`src/rtl/mem_port_arbiter_if.sv`:
```
// rtl/mem_port_arbiter_if.sv - fetch/load-store request ports and shared memory pins
interface mem_port_arbiter_if #(
    parameter int DATA_W = 32,
    parameter int ADDR_W = 32
);
    // Instruction-fetch port
    logic              f_req;
    logic [ADDR_W-1:0] f_addr;
    logic              f_ack;
    logic [DATA_W-1:0] f_rdata;

    // Load/store port
    logic              d_req;
    logic              d_we;
    logic [ADDR_W-1:0] d_addr;
    logic [DATA_W-1:0] d_wdata;
    logic              d_ack;
    logic [DATA_W-1:0] d_rdata;

    // Shared status and memory pins
    logic              err;
    logic [31:0]       mem_A;
    logic [DATA_W-1:0] mem_WD;
    logic              mem_WE;
    logic              mem_RE;
    logic [DATA_W-1:0] mem_RD;

    // Arbiter side
    modport slave (
        input  f_req, f_addr, d_req, d_we, d_addr, d_wdata, mem_RD,
        output f_ack, f_rdata, d_ack, d_rdata, err,
               mem_A, mem_WD, mem_WE, mem_RE
    );

    // Requester and memory side
    modport master (
        output f_req, f_addr, d_req, d_we, d_addr, d_wdata, mem_RD,
        input  f_ack, f_rdata, d_ack, d_rdata, err,
               mem_A, mem_WD, mem_WE, mem_RE
    );
endinterface

```
`src/rtl/mem_port_arbiter.sv`:
```
// rtl/mem_port_arbiter.sv - fetch vs load/store arbiter for the shared multicycle MIPS memory
module mem_port_arbiter #(
    parameter int DATA_W = 32,
    parameter int ADDR_W = 32,
    parameter int DEPTH  = 32
) (
    input  logic                clk,
    input  logic                reset,
    mem_port_arbiter_if.slave   bus
);
    typedef enum logic [1:0] {IDLE, ACCESS, RESP} state_t;

    localparam logic PORT_F = 1'b0;
    localparam logic PORT_D = 1'b1;

    state_t            state;
    logic              grant_q;
    logic              last_grant;
    logic              store_q;
    logic              we_q;
    logic              in_range_q;
    logic              f_ack_q;
    logic              d_ack_q;
    logic              err_q;
    logic              mem_re_q;
    logic [31:0]       mem_a_q;
    logic [DATA_W-1:0] mem_wd_q;
    logic [DATA_W-1:0] f_rdata_q;
    logic [DATA_W-1:0] d_rdata_q;

    logic              f_cand;
    logic              d_cand;
    logic              pick;
    logic [ADDR_W-1:0] pick_addr;
    logic [ADDR_W-1:0] pick_word;
    logic              pick_in_range;

    // Arbitration: in RESP the port being acked still holds its req, so it is masked out
    always_comb begin
        f_cand = bus.f_req;
        d_cand = bus.d_req;
        if (state == RESP) begin
            if (grant_q == PORT_D) begin
                d_cand = 1'b0;
            end else begin
                f_cand = 1'b0;
            end
        end
        if (f_cand && d_cand) begin
            pick = ~last_grant;
        end else begin
            pick = d_cand;
        end
        pick_addr     = (pick == PORT_D) ? bus.d_addr : bus.f_addr;
        pick_word     = pick_addr >> 2;
        pick_in_range = (pick_word < ADDR_W'(DEPTH));
    end

    // Request FSM with all handshake and memory pins registered
    always_ff @(posedge clk) begin
        if (reset) begin
            state      <= IDLE;
            grant_q    <= PORT_F;
            last_grant <= PORT_D;
            store_q    <= 1'b0;
            we_q       <= 1'b0;
            in_range_q <= 1'b0;
            f_ack_q    <= 1'b0;
            d_ack_q    <= 1'b0;
            err_q      <= 1'b0;
            mem_re_q   <= 1'b0;
            mem_a_q    <= '0;
            mem_wd_q   <= '0;
            f_rdata_q  <= '0;
            d_rdata_q  <= '0;
        end else begin
            f_ack_q  <= 1'b0;
            d_ack_q  <= 1'b0;
            err_q    <= 1'b0;
            mem_re_q <= 1'b0;
            we_q     <= 1'b0;
            case (state)
                IDLE, RESP: begin
                    if (f_cand || d_cand) begin
                        grant_q    <= pick;
                        last_grant <= pick;
                        store_q    <= (pick == PORT_D) && bus.d_we;
                        we_q       <= (pick == PORT_D) && bus.d_we && pick_in_range;
                        in_range_q <= pick_in_range;
                        mem_re_q   <= (pick == PORT_D);
                        mem_a_q    <= 32'(pick_word);
                        if (pick == PORT_D) begin
                            mem_wd_q <= bus.d_wdata;
                        end
                        state <= ACCESS;
                    end else begin
                        state <= IDLE;
                    end
                end
                ACCESS: begin
                    err_q <= ~in_range_q;
                    if (grant_q == PORT_D) begin
                        d_ack_q   <= 1'b1;
                        d_rdata_q <= (store_q || !in_range_q) ? '0 : bus.mem_RD;
                    end else begin
                        f_ack_q   <= 1'b1;
                        f_rdata_q <= in_range_q ? bus.mem_RD : '0;
                    end
                    state <= RESP;
                end
                default: state <= IDLE;
            endcase
        end
    end

    // A reset arriving mid-access must not let the write commit on that edge
    assign bus.mem_WE  = we_q & ~reset;
    assign bus.mem_RE  = mem_re_q;
    assign bus.mem_A   = mem_a_q;
    assign bus.mem_WD  = mem_wd_q;
    assign bus.f_ack   = f_ack_q;
    assign bus.d_ack   = d_ack_q;
    assign bus.err     = err_q;
    assign bus.f_rdata = f_rdata_q;
    assign bus.d_rdata = d_rdata_q;
endmodule

```
`src/flat_wrapper.sv`:
```
// flat-port wrapper written by rule: the top's interface ports become plain ports
module mem_port_arbiter_flat 
#(
    parameter int DATA_W = 32,
    parameter int ADDR_W = 32,
    parameter int DEPTH  = 32
)
  (clk, reset, bus_f_req, bus_f_addr, bus_d_req, bus_d_we, bus_d_addr, bus_d_wdata, bus_mem_RD, bus_f_ack, bus_f_rdata, bus_d_ack, bus_d_rdata, bus_err, bus_mem_A, bus_mem_WD, bus_mem_WE, bus_mem_RE);
  mem_port_arbiter_if #(.DATA_W(DATA_W), .ADDR_W(ADDR_W)) bus_i ();
  input  logic clk;
  input  logic reset;
  input wire logic [$bits(bus_i.f_req)-1:0] bus_f_req;
  input wire logic [$bits(bus_i.f_addr)-1:0] bus_f_addr;
  input wire logic [$bits(bus_i.d_req)-1:0] bus_d_req;
  input wire logic [$bits(bus_i.d_we)-1:0] bus_d_we;
  input wire logic [$bits(bus_i.d_addr)-1:0] bus_d_addr;
  input wire logic [$bits(bus_i.d_wdata)-1:0] bus_d_wdata;
  input wire logic [$bits(bus_i.mem_RD)-1:0] bus_mem_RD;
  output wire logic [$bits(bus_i.f_ack)-1:0] bus_f_ack;
  output wire logic [$bits(bus_i.f_rdata)-1:0] bus_f_rdata;
  output wire logic [$bits(bus_i.d_ack)-1:0] bus_d_ack;
  output wire logic [$bits(bus_i.d_rdata)-1:0] bus_d_rdata;
  output wire logic [$bits(bus_i.err)-1:0] bus_err;
  output wire logic [$bits(bus_i.mem_A)-1:0] bus_mem_A;
  output wire logic [$bits(bus_i.mem_WD)-1:0] bus_mem_WD;
  output wire logic [$bits(bus_i.mem_WE)-1:0] bus_mem_WE;
  output wire logic [$bits(bus_i.mem_RE)-1:0] bus_mem_RE;
  assign bus_i.f_req = bus_f_req;
  assign bus_i.f_addr = bus_f_addr;
  assign bus_i.d_req = bus_d_req;
  assign bus_i.d_we = bus_d_we;
  assign bus_i.d_addr = bus_d_addr;
  assign bus_i.d_wdata = bus_d_wdata;
  assign bus_i.mem_RD = bus_mem_RD;
  assign bus_f_ack = bus_i.f_ack;
  assign bus_f_rdata = bus_i.f_rdata;
  assign bus_d_ack = bus_i.d_ack;
  assign bus_d_rdata = bus_i.d_rdata;
  assign bus_err = bus_i.err;
  assign bus_mem_A = bus_i.mem_A;
  assign bus_mem_WD = bus_i.mem_WD;
  assign bus_mem_WE = bus_i.mem_WE;
  assign bus_mem_RE = bus_i.mem_RE;
  mem_port_arbiter #(.DATA_W(DATA_W), .ADDR_W(ADDR_W), .DEPTH(DEPTH)) u_core (.clk(clk), .reset(reset), .bus(bus_i));
endmodule
```
`config.mk`:
```
export PLATFORM = sky130hd
export DESIGN_NAME = mem_port_arbiter_flat
export DESIGN_NICKNAME = d
export VERILOG_FILES = /design/src/rtl/mem_port_arbiter_if.sv /design/src/rtl/mem_port_arbiter.sv /design/src/flat_wrapper.sv
export SDC_FILE = /design/constraint.sdc
export NUM_CORES = 1
export LEC_CHECK = 0
export CORE_MARGIN = 2
export CORE_UTILIZATION = 40
export DETAILED_ROUTE_END_ITERATION = 16
export HOLD_SLACK_MARGIN = 0.15
export PLACE_DENSITY = 0.8
export SLEW_MARGIN = 10
export SYNTH_ARGS = -nofsm -noshare
export SYNTH_HDL_FRONTEND = slang
export SYNTH_SLANG_ARGS = --single-unit
```
`constraint.sdc`:
```
create_clock -name clk -period 2.2 [get_ports clk]
set_clock_uncertainty 0.1 [all_clocks]
set_input_delay 0.44 -clock clk [delete_from_list [all_inputs] [get_ports clk]]
set_output_delay 0.44 -clock clk [all_outputs]
set_load 0.01 [all_outputs]
```
==> Word-level counts from Yosys, hierarchy flattened <==
Index checks and enable logic that the tools add are counted.
{ "word_totals": {"regBits": 137, "in_bits": 133, "output_inout_bits": 133, "wordCells": 51} }
{ "op_classes": {"order_cmp": 1, "n_eq_ne": 2, "n_mux": 12, "n_bitwise": 8, "reduce_logical": 14} }
{ "op_table": {"columns": ["operator", "count"], "rows": [
  ["two-way mux 32 bit", 3],
  ["less-than comparator 30 x 6 -> 1 bit, second input constant", 1],
  ["two-way mux 1 bit", 8],
  ["NOT 1 bit", 7],
  ["AND reduction 2 bit", 3],
  ["one-hot mux 2 bit (2 select lines)", 1],
  ["OR reduction 2 bit", 2],
  ["logical AND 1 bit", 3],
  ["AND reduction 3 bit", 1],
  ["OR reduction 3 bit", 1],
  ["== test 2 x 1 -> 1 bit, second input constant", 1],
  ["== test 2 bit, second input constant", 1],
  ["zero test 2 bit", 1],
  ["logical OR 1 bit", 2],
  ["bitwise AND 1 bit", 1],
  ["zero test 1 bit", 1]
]} }

==> Depth between registers and ports, before layout <==
Gate-level depths: netlist of run 1.
{ "depth": {"word_depth": 7, "ltp_mapped": 7, "ltp_nobuf": 4} }

==> Least setup slack after synthesis of run 1 <==
Ideal clock, no wire load.
{ "synth_path": {"path_kind": "input port to output port", "startpoint": "in reset", "endpoint": "out bus_mem_WE", "arrival_ps": 1275, "required_ps": 1660, "slack_ps": 385, "cell_stages": 3, "n_path_buf": 2, "path_cell_list": "clkbuf_1 clkbuf_1 nor2b_1"} }
{ "synth_via": {"elab_chain_len": 2} }
{ "synth_lines": {"columns": ["element", "line", "source"], "rows": [
  ["start, declared", "flat_wrapper.sv:11", "input logic reset;"],
  ["NOT 1 bit", "mem_port_arbiter.sv:117", "assign bus.mem_WE = we_q & ~reset;"],
  ["bitwise AND 1 bit", "mem_port_arbiter.sv:117", null],
  ["end, declared", "flat_wrapper.sv:26", "output wire logic [$bits(bus_i.mem_WE)-1:0] bus_mem_WE;"]
]} }
Every way passes these cells.

==> Worst setup path in the final report of run 1 <==
{ "layout_path": {"startpoint": "in bus_f_req", "endpoint": "reg u_core.mem_a_q[10], in the netlist u_core.bus.mem_A[10]"} }
{ "layout_via": {"elab_chain_len": 5, "word_cells_on_any_way": 7, "cone_classes": "4 x mux; 3 x reduce/logical"} }
{ "layout_lines": {"columns": ["element", "line", "source"], "rows": [
  ["start, declared", "flat_wrapper.sv:12", "input wire logic [$bits(bus_i.f_req)-1:0] bus_f_req;"],
  ["two-way mux 1 bit", "mem_port_arbiter.sv:43", "if (grant_q == PORT_D) begin"],
  ["two-way mux 1 bit *", "mem_port_arbiter.sv:42", "if (state == RESP) begin"],
  ["logical AND 1 bit", "mem_port_arbiter.sv:49", "if (f_cand && d_cand) begin"],
  ["two-way mux 1 bit", "mem_port_arbiter.sv:49", null],
  ["two-way mux 32 bit", "mem_port_arbiter.sv:54", "pick_addr = (pick == PORT_D) ? bus.d_addr : bus.f_addr;"],
  ["end signal, assigned", "mem_port_arbiter.sv:91", "mem_a_q <= 32'(pick_word);"],
  ["end, declared", "mem_port_arbiter.sv:26", "logic [31:0] mem_a_q;"]
]} }
Mark *: on every way between the ends. The rest lies on a longest branch, timed or not.
A chain may end at the register's enable or synchronous reset.

==> impl_summary.log, run 1 <==
INFO  metric clock_sink_count = 137
INFO  metric share_of_post_route_cells_with_drive_strength_above_1 = 0.123
INFO  metric post-route-drc-count = 0
INFO  metric worst_r2r_setup_slack = 0.15 ns
INFO  metric synth.ff_latch_count = 137
INFO  metric max-slew-margin-rel = 0.482
INFO  metric area_taken_by_multi_input_logic_gates = 0.00221 mm^2
INFO  metric post_cts.resized_instances = 1
INFO  metric period_share = 0.957
INFO  metric synth_ff_type = dfxtp_1
INFO  metric timing.final.max_slew_violations = 0
INFO  metric clk-insertion-delay-late = 0.41 ns
INFO  metric preCtsSetupSlack = -0.348 ns
INFO  metric timing.hold.ws = 0.234 ns
INFO  metric worst_hold_path_type = primary input to flip-flop
INFO  metric grt_use_met2 = 0.383
INFO  metric r2r.worst_path.cells = 6
INFO  metric timing.critical_path.slowest_stage_cell = clkdlybuf4s50_1
INFO  metric grt_use_met3 = 0.0700
INFO  metric pin_count = 266
INFO  metric syn-instance-count = 490
INFO  metric crit_path_cell_chain = clkdlybuf4s50_1, inv_1, o311ai_4, buf_4, buf_12, mux2i_1, a211oi_2
INFO  metric final-instance-count-excl-fill = 930
INFO  metric routed_via_density = 5.11
INFO  metric drt_wl_total = 15.8 mm
INFO  metric area.growth.synth_to_final = 63.7%
INFO  metric finalNetCount = 878
INFO  metric critPathKind = primary input to flip-flop
INFO  metric seq_total_area_yosys = 0.526
INFO  metric hpwlAfterDp = 11.5 mm
INFO  metric final_util = 0.674
INFO  metric clock_tree.root_cell = clkbuf_16
INFO  metric drt_antenna_net_count = 0
INFO  metric cts.htree.levels = 4
INFO  metric grt_most_used_layer = met2
INFO  metric timing_worst_slew_pin_value = 0.775 ns
INFO  metric drt-initial-drc-count = 396
INFO  metric critical-path-max-stage-delay = 0.47 ns
INFO  metric synthesis.area = 0.00522 mm^2
INFO  metric fmax = 0.475 GHz
INFO  metric sequential_cell_area = 0.00274 mm^2
INFO  metric period_minus_slack = 2.10 ns
INFO  metric rsz_0062_raised_after_global_routing = no
INFO  metric vdd_ir_drop_max = 0.000495 V
INFO  metric critical_path_arrival = 2.27 ns
INFO  metric post_synth.cell_area_avg = 10.6 um^2
INFO  metric largest_net_degree_at_the_start_of_global_routing = 38
INFO  metric fin_total_pwr = 6.34 mW
INFO  metric synth.mux.area_fraction = 0.0576
INFO  metric synthesis.yosys.warnings = 0
INFO  metric number_of_global_route_vias_before_repair = 4861
INFO  metric yosys.area_share.simple = 0.128
INFO  metric grt.overflow.total = 0
INFO  metric die_w = 118 um
INFO  metric tritoncts.num_buffers = 17
INFO  metric leakage = 3.23 nW
INFO  metric fraction_of_registers_with_async_set_reset = 0
INFO  metric critical_path_required = 2.37 ns
INFO  metric cts.hold.buffers_added = 0
INFO  metric clockBufferDepth = 2
INFO  metric grt_pass1_wl = 25.0 mm
INFO  metric synth_compound_area_frac = 0.229
INFO  metric setup.worst_path.start_class = primary input
INFO  metric synth_adder_area_share = 0
INFO  metric post-route-worst-setup-slack = 0.0954 ns
INFO  metric routed_wire_length_per_instance = 17.0 um
INFO  metric core_area = 0.0127 mm^2
INFO  metric gpl.final_weighted_congestion = 0.901
INFO  metric hold_viol = 0
INFO  metric drv.max_cap_violation_count = 0
INFO  metric cts_setup_buffers = 0
INFO  metric grt_antenna_before_repair = 0
INFO  metric report.final.setup_viol = 0
INFO  metric grt.met1_usage = 0.261
INFO  metric detailed_router_iteration_count_before_antenna_repair = 4
INFO  metric powerDensity = 743 mW/mm^2
INFO  metric io_buffer_count = 259
INFO  metric fillers = 980
INFO  metric floorplan.initialDensity = 0.412
INFO  metric insertedDiodeCount = 0
INFO  metric status = completed
INFO  metric synth-edff-count = 0
INFO  metric dp_cells = 897
INFO  metric synth_top_family_by_area = compound AO/OA/AOI/OAI gates
INFO  metric clkSlewWorstSetupHoldPaths = 0.06 ns
INFO  metric min_path_cells = 2
INFO  metric critical_path.max_fanout = 13
INFO  metric die_area = 0.0140 mm^2
INFO  metric number_of_placement_rows = 41
INFO  metric vias = 4752
INFO  metric setup.worst_path.end_class = flip-flop
INFO  metric grt_use_total = 0.224
INFO  metric synth.lib_cells_used.distinct = 37
INFO  metric synthXorXnorAreaFrac = 0
INFO  metric chipHeight = 118 um
INFO  metric tritoncts = done
-- Yosys cell counts (all sizes together) (2+ instances only) --
master  instances  area, um^2
nor2           40         150
nand2          35         131
nand3          35         175
a21o            2        15.0
a211oi         31         388
nand4           2        12.5
mux2i          30         300
nor3            4        25.0
inv             2        7.51
a21oi          34         170
clkbuf         16        60.1
nor2b           5        38.8
buf            29         240
dfxtp         137        2740
nor4           10        62.6
nor3b           2        15.0
a22o           62         543
-- where the power goes --
group          switching (mW)  internal [mW]  total [mW]  leakage, nW
clock network            1.08           1.45        2.53        0.250
logic                   0.490          0.629        1.12         1.86
registers              0.0786           2.61        2.69         1.12
total                    1.65           4.69        6.34         3.23
-- area by class of cell --
| class | count | share of cell area |
|---|---|---|
| repair buffers | 279 | 0.331 |
| flip-flops and latches | 137 | 0.321 |
| multi-input cells | 308 | 0.259 |
| clock buffers | 19 | 0.0507 |
| well taps | 172 | 0.0252 |
| clock inverters | 13 | 0.0114 |
| inverters | 2 | 0.000879 |
-- critical path: cells and delay by family --
family	cells	cell delay [ns]
buffers and inverters	4	1.02
AO/OA/AOI/OAI	2	0.53
multiplexers	1	0.27
-- final timing paths --
| path | from | end |
|---|---|---|
| min | reset | u_core.state[1] |
| max reg2reg | u_core.state[0] | u_core.bus.mem_A[10] |
| max | bus_f_req | u_core.bus.mem_A[10] |
| min reg2reg | u_core.bus.d_rdata[5] | u_core.bus.d_rdata[5] |
-- registers in the layout (all words and copies together), names as in the netlist, 2 cells and up --
name                cells
u_core.state            2
u_core.bus.mem_A       30
u_core.bus.f_rdata     32
u_core.bus.d_rdata     32
u_core.bus.mem_WD      32
-- routing by layer --
metal  vias up  part of all wire  wire (um)
li1       2308                 -          -
met1      2229              0.41       6450
met2       196              0.50       7940
met3        19             0.073       1160
met4         0             0.015        240
met5         -                 0          0
-- kinds of logic after synthesis --
family                 Yosys count
AO/OA/AOI/OAI                  135
buffers and inverters           47
flip-flops                     137
multiplexers                    30
other                            1
AND/OR/NAND/NOR                140
-- placed cells by master, fill, tap and decap left out, types with 3 or more instances in the layout --
master	n
clkbuf_16	17
a21oi_1	34
nor2_1	39
nor3_1	3
dfxtp_1	137
inv_6	3
buf_4	14
nor2b_1	3
mux2i_1	30
clkdlybuf4s50_1	258
clkinv_2	3
clkinv_4	3
a211oi_2	30
clkinvlp_4	4
nand2_1	35
nand3_1	35
buf_12	7
a22o_1	62
nor4_1	10
-- through the flow --
step                TNS, ns  instance area, um^2
floorplan                 0                 5220
global placement     -11.34                 7990
detailed placement   -15.50                 7990
finish                    0                 8540
global route              0                 8540
CTS                       0                 8530
Note: power is estimated with default switching activity, not from simulation.
==> inputs of run 2 (changes only) <==
--- a/config.mk
+++ b/config.mk
@@ -10,7 +10,7 @@
 export DETAILED_ROUTE_END_ITERATION = 16
 export HOLD_SLACK_MARGIN = 0.15
 export PLACE_DENSITY = 0.8
-export SLEW_MARGIN = 10
+export SLEW_MARGIN = 20
 export SYNTH_ARGS = -nofsm -noshare
 export SYNTH_HDL_FRONTEND = slang
 export SYNTH_SLANG_ARGS = --single-unit
==> run 2 against run 1 <==
  * Sequential share of layout area shrank 0.40 points
  * Power grew 8.4%
  * Clock-buffer cell count shrank 1
  * Global-route usage grew 0.36 points
  * Worst setup slack gained 0.15 ns
  * Design area grew 1.2%
  * Cell count shrank 0.22%
  * Largest power group is now the clock network
==> impl_summary.log, run 2 (same netlist as run 1, synthesis figures left out) <==
INFO  metric status = completed
INFO  metric postLayoutCellArea = 0.00864 mm^2 (+1.2%)
INFO  metric floorplan.initialDensity = 0.412 (unchanged)
INFO  metric tritoncts = done
INFO  metric drt_antenna_net_count = 0 (unchanged)
INFO  metric drt-initial-drc-count = 326 (-18%)
INFO  metric max-slew-margin-rel = 0.495 (+0.0134)
INFO  metric setup.worst_path.start_class = primary input
INFO  metric critical_path.max_fanout = 13 (unchanged)
INFO  metric period_share = 0.890 (-0.0670)
INFO  metric insertedDiodeCount = 0 (unchanged)
INFO  metric hpwlAfterDp = 11.5 mm (+0.21%)
INFO  metric chipHeight = 118 um (unchanged)
INFO  metric grt_antenna_before_repair = 0 (unchanged)
INFO  metric period_minus_slack = 1.96 ns (-0.147 ns)
INFO  metric largest_net_degree_at_the_start_of_global_routing = 38 (unchanged)
INFO  metric vdd_ir_drop_max = 0.000557 V (+13%)
INFO  metric grt_pass1_wl = 25.5 mm (+1.9%)
INFO  metric pin_count = 266 (unchanged)
INFO  metric final-instance-count-excl-fill = 928 (-0.22%)
INFO  metric crit_path_cell_chain = clkdlybuf4s50_1, inv_1, o311ai_4, buf_4, buf_12, mux2i_1, a211oi_2
INFO  metric timing.final.max_slew_violations = 0 (unchanged)
INFO  metric fillers = 938 (-4.3%)
INFO  metric worst_hold_path_type = primary input to flip-flop
INFO  metric finalNetCount = 878 (unchanged)
INFO  metric critical_path_required = 2.37 ns (about the same)
INFO  metric number_of_placement_rows = 41 (unchanged)
INFO  metric vias = 4796 (+0.93%)
INFO  metric powerDensity = 796 mW/mm^2 (+7.1%)
INFO  metric critPathKind = primary input to flip-flop
INFO  metric clock_tree.root_cell = clkbuf_16
INFO  metric clockBufferDepth = 2 (unchanged)
INFO  metric fmax = 0.511 GHz (+7.5%)
INFO  metric core_area = 0.0127 mm^2 (unchanged)
INFO  metric critical-path-max-stage-delay = 0.46 ns (about the same)
INFO  metric critical-path-top-delay-family = buffers and inverters
INFO  metric timing_worst_slew_pin_value = 0.755 ns (-0.0193 ns)
INFO  metric leakage = 3.28 nW (+1.6%)
INFO  metric fin_total_pwr = 6.88 mW (+8.4%)
INFO  metric post-route-drc-count = 0 (unchanged)
INFO  metric setup.worst_path.end_class = flip-flop
INFO  metric gpl.final_weighted_congestion = 0.901 (unchanged)
INFO  metric most_common_cell_after_layout_fill_and_taps_aside = clkdlybuf4s50_1
INFO  metric dpl_cell_area = 0.00801 mm^2 (+0.25%)
INFO  metric cts_setup_buffers = 0 (unchanged)
INFO  metric dp_cells = 898 (+0.11%)
INFO  metric io_buffer_count = 259 (unchanged)
INFO  metric post_cts.resized_instances = 0 (-1)
INFO  metric critical_path_arrival = 2.13 ns (-0.14 ns)
INFO  metric detailed_router_iteration_count_before_antenna_repair = 5 (+1)
INFO  metric clkSlewWorstSetupHoldPaths = 0.06 ns (about the same)
INFO  metric mostFrequentLayoutCells = 258 x clkdlybuf4s50_1, 137 x dfxtp_1, 62 x a22o_1
INFO  metric routed_wire_length_per_instance = 17.2 um (+1.2%)
INFO  metric worst_r2r_setup_slack = 0.27 ns (+0.12 ns)
INFO  metric rsz_0062_raised_after_global_routing = no
INFO  metric report.final.setup_viol = 0 (unchanged)
INFO  metric hold_viol = 0 (unchanged)
INFO  metric cts.hold.buffers_added = 0 (unchanged)
INFO  metric routed_via_density = 5.17 (+1.1%)
INFO  metric cts.htree.levels = 4 (unchanged)
INFO  metric clock_sink_count = 137 (unchanged)
INFO  metric crit_buf_inv = 4 (unchanged)
INFO  metric timing.critical_path.slowest_stage_cell = clkdlybuf4s50_1
INFO  metric drt_wl_total = 15.9 mm (+0.97%)
INFO  metric die_w = 118 um (unchanged)
INFO  metric grt.overflow.total = 0 (unchanged)
INFO  metric die_area = 0.0140 mm^2 (unchanged)
INFO  metric drv.max_cap_violation_count = 0 (unchanged)
INFO  metric tritoncts.num_buffers = 17 (unchanged)
INFO  metric share_of_post_route_cells_with_drive_strength_above_1 = 0.123 (+0.000325)
INFO  metric grt_use_total = 0.228 (+0.00358)
INFO  metric number_of_global_route_vias_before_repair = 4906 (+0.93%)
INFO  metric clk-insertion-delay-late = 0.41 ns (about the same)
INFO  metric area.growth.synth_to_final = 65.7%
## run 2: cell count changes in the layout (fill, tap and decap cells not counted), moves of 2 or more
cell / change
clkbuf_1: -2
inv_6: -2
bufinv_16: +5
clkinv_4: -3
## run 2: worst reg2reg max path, cell delays in order, from the launching register on
cell and delay (ns):
dfxtp_1 0.50, nor2b_4 0.08, o311ai_4 0.28, buf_4 0.28, buf_12 0.18, mux2i_1 0.27, a211oi_2 0.10
## run 2: power breakdown
part | switching [mW] | internal, mW
clock | 1.04 | 2.03
sequential | 0.0800 | 2.61
combinational | 0.487 | 0.630
total | 1.61 | 5.27
## run 2: layout make-up
cell class / count / area (um^2) / share of cell area
tap: 172 / 215 / 0.0249
sequential: 137 / 2740 / 0.317
inverter: 2 / 7.51 / 0.000869
timing repair buffer: 280 / 2840 / 0.329
multi-input combinational: 307 / 2200 / 0.254
clock buffer: 18 / 439 / 0.0508
clock inverter: 12 / 199 / 0.0230
## run 2: layer usage
| layer | wire length (um) | global-route usage | vias to the layer above |
|---|---|---|---|
| met2 | 7990 | 0.398 | 202 |
| li1 | - | - | 2292 |
| met3 | 1200 | 0.0666 | 17 |
| met1 | 6500 | 0.263 | 2285 |
| met4 | 251 | 0.0821 | 0 |
| met5 | 0 | 0 | - |
## run 2: worst paths after layout
kind | end | start | cells after the start
setup reg to reg | u_core.bus.mem_A[10] | u_core.state[0] | 6
hold reg to reg | u_core.bus.d_rdata[5] | u_core.bus.d_rdata[5] | 2
hold / removal | u_core.state[1] | reset | 2
setup / recovery | u_core.bus.mem_A[10] | bus_f_req | 7
## run 2: through the flow
step | utilization | hold slack, ns | setup TNS [ns] | setup WS [ns]
finish | 0.682 | 0.190 | 0 | 0.243
global placement | 0.630 | 0.338 | -11.34 | -0.260
CTS | 0.682 | 0.174 | 0 | 0.234
detailed placement | 0.632 | 0.343 | -7.79 | -0.185
global route | 0.682 | 0.183 | 0 | 0.164
floorplan | - | 0.327 | 0 | 0.385
==> inputs of run 3 (changes only) <==
--- a/config.mk
+++ b/config.mk
@@ -6,10 +6,12 @@
 export NUM_CORES = 1
 export LEC_CHECK = 0
 export CORE_MARGIN = 2
-export CORE_UTILIZATION = 40
+export CORE_UTILIZATION = 41
+export CTS_BUF_LIST = sky130_fd_sc_hd__clkbuf_2 sky130_fd_sc_hd__clkbuf_4 sky130_fd_sc_hd__clkbuf_8
+export CTS_CLUSTER_DIAMETER = 100
 export DETAILED_ROUTE_END_ITERATION = 16
 export HOLD_SLACK_MARGIN = 0.15
-export PLACE_DENSITY = 0.8
+export PLACE_DENSITY = 0.82
 export SLEW_MARGIN = 20
 export SYNTH_ARGS = -nofsm -noshare
 export SYNTH_HDL_FRONTEND = slang
==> run 3 against run 2 <==
  * Sequential power about the same
  * Global-route usage rose by 0.54 points
  * Hold slack gained 0.018 ns
  * Register-to-register slack got worse by 0.08 ns
  * Cell count grew 0.32%
  * Sequential share of layout area grew 1.0 points
  * Critical path type is now flip-flop to flip-flop
  * Critical endpoint is now u_core.bus.mem_A[20]
  * Largest cell class unchanged
  * Largest power group is now registers
==> impl_summary.log, run 3 (same netlist as run 1, synthesis figures left out) <==
INFO  metric rsz_0062_raised_after_global_routing = no
INFO  metric critical-path-max-stage-delay = 0.49 ns (+0.03 ns)
INFO  metric clock_sink_count = 137 (unchanged)
INFO  metric max-slew-margin-rel = 0.507 (+0.0119)
INFO  metric critical_path_required = 2.41 ns (+0.04 ns)
INFO  metric final_util = 0.669 (-0.0128)
INFO  metric report.final.setup_viol = 0 (unchanged)
INFO  metric grt.overflow.total = 0 (unchanged)
INFO  metric number_of_placement_rows = 41 (unchanged)
INFO  metric grt_use_total = 0.233 (+0.00541)
INFO  metric hold_viol = 0 (unchanged)
INFO  metric post-route-drc-count = 0 (unchanged)
INFO  metric clkSlewWorstSetupHoldPaths = 0.07 ns (about the same)
INFO  metric grt_pass1_wl = 24.6 mm (-3.4%)
INFO  metric floorplan.initialDensity = 0.417 (+0.00506)
INFO  metric cts.hold.buffers_added = 0 (unchanged)
INFO  metric status = completed
INFO  metric timing.critical_path.slowest_stage_cell = dfxtp_1
INFO  metric detailed_router_iteration_count_before_antenna_repair = 4 (-1)
INFO  metric setup.worst_path.end_class = flip-flop
INFO  metric mostFrequentLayoutCells = 258 x clkdlybuf4s50_1, 137 x dfxtp_1, 62 x a22o_1
INFO  metric timing.final.max_slew_violations = 0 (unchanged)
INFO  metric vdd_ir_drop_max = 0.000442 V (-21%)
INFO  metric number_of_global_route_vias_before_repair = 4859 (-0.96%)
INFO  metric die_w = 117 um (-1.2%)
INFO  metric tritoncts.num_buffers = 17 (unchanged)
INFO  metric drv.max_cap_violation_count = 0 (unchanged)
INFO  metric routed_wire_length_per_instance = 17.4 um (+1.3%)
INFO  metric largest_net_degree_at_the_start_of_global_routing = 34 (-11%)
INFO  metric chipHeight = 117 um (-1.2%)
INFO  metric most_common_cell_after_layout_fill_and_taps_aside = clkdlybuf4s50_1
INFO  metric drt-initial-drc-count = 470 (+44%)
INFO  metric period_share = 0.915 (+0.0256)
INFO  metric min_path_cells = 2 (unchanged)
INFO  metric timing.hold.ws = 0.208 ns (+0.0179 ns)
INFO  metric pin_count = 266 (unchanged)
INFO  metric critPathKind = flip-flop to flip-flop
INFO  metric drt_antenna_net_count = 0 (unchanged)
INFO  metric critical_path_arrival = 2.22 ns (+0.09 ns)
INFO  metric setup.worst_path.start_class = flip-flop
INFO  metric cts_setup_buffers = 0 (unchanged)
INFO  metric core_area = 0.0125 mm^2 (-1.2%)
INFO  metric post-route-worst-setup-slack = 0.186 ns (-0.0563 ns)
INFO  metric grt_antenna_before_repair = 0 (unchanged)
INFO  metric setup_tns = 0 ns (unchanged)
INFO  metric io_buffer_count = 259 (unchanged)
INFO  metric clk-insertion-delay-late = 0.44 ns (+0.03 ns)
INFO  metric r2r.worst_path.cells = 6 (unchanged)
INFO  metric tritoncts = done
INFO  metric leakage = 3.17 nW (-3.4%)
INFO  metric postLayoutCellArea = 0.00838 mm^2 (-3.1%)
INFO  metric dp_cells = 899 (+0.11%)
INFO  metric fmax = 0.497 GHz (-2.8%)
INFO  metric drt_wl_total = 16.2 mm (+1.6%)
INFO  metric preCtsSetupSlack = -0.346 ns (-0.161 ns)
INFO  metric fin_total_pwr = 5.70 mW (-17%)
INFO  metric hpwlAfterDp = 11.9 mm (+3.5%)
INFO  metric final-instance-count-excl-fill = 931 (+0.32%)
INFO  metric timing_worst_slew_pin_value = 0.737 ns (-0.0184 ns)
INFO  metric powerDensity = 681 mW/mm^2 (-14%)
INFO  metric routed_via_density = 5.19 (+0.49%)
INFO  metric gpl.final_weighted_congestion = 0.843 (-6.5%)
INFO  metric critical_path.max_fanout = 30 (+17)
INFO  metric vias = 4835 (+0.81%)
INFO  metric finalNetCount = 880 (+0.23%)
INFO  metric share_of_post_route_cells_with_drive_strength_above_1 = 0.126 (+0.00347)
INFO  metric period_minus_slack = 2.01 ns (+0.0563 ns)
INFO  metric clockBufferDepth = 2 (unchanged)
INFO  metric area.growth.synth_to_final = 60.7%
INFO  metric worst_hold_path_type = primary input to flip-flop
INFO  metric crit_path_cell_chain = nor2b_4, o311ai_4, buf_12, buf_4, mux2i_1, a211oi_2
INFO  metric insertedDiodeCount = 0 (unchanged)
INFO  metric cts.htree.levels = 4 (unchanged)
INFO  metric dpl_cell_area = 0.00801 mm^2 (unchanged)
INFO  metric clock_tree.root_cell = clkbuf_8
INFO  metric die_area = 0.0136 mm^2 (-2.4%)
==> run 3: what timing repair did <==
item	4_1_cts	5_1_grt
endpoints found under the setup margin	32	0
hold endpoints to repair	0	0
gates resized for setup	1	0
==> run 3: worst paths after layout <==
kind	startpoint	endpoint	slack [ns]
worst max-delay path	u_core.state[0]	u_core.bus.mem_A[20]	0.19
worst max register to register	u_core.state[0]	u_core.bus.mem_A[20]	0.19
worst min register to register	u_core.bus.d_rdata[28]	u_core.bus.d_rdata[28]	0.35
worst min-delay path	reset	u_core.state[0]	0.21
==> run 3: layout make-up <==
cell class	instances	area, um^2
clock buffer	20	256
clock inverter	11	100
fill	989	4140
inverter	2	7.51
multi-input combinational	308	2210
sequential	137	2740
tap	172	215
timing repair buffer	281	2840
==> run 3: layer usage <==
layer / vias up / share of wire / GRT usage
met4: 0 / 0.026 / 0.100
li1: 2294 / - / -
met2: 247 / 0.50 / 0.400
met3: 37 / 0.087 / 0.0829
met5: - / 0 / 0
met1: 2257 / 0.39 / 0.262
==> run 3: where the power goes <==
group	switching, mW	leakage, nW	internal [mW]
Combinational	0.497	1.87	0.635
Sequential	0.0783	1.12	2.61
Clock	0.959	0.183	0.924
Total	1.53	3.17	4.17
==> run 3: worst max-delay path, delay by kind of cell (launching register included) <==
family                 cells  cell delay [ns]
AOI/OAI and AO/OA          2             0.51
DFF                        1             0.49
buffers and inverters      2             0.47
muxes                      1             0.24
and+or+nand+nor            1             0.07
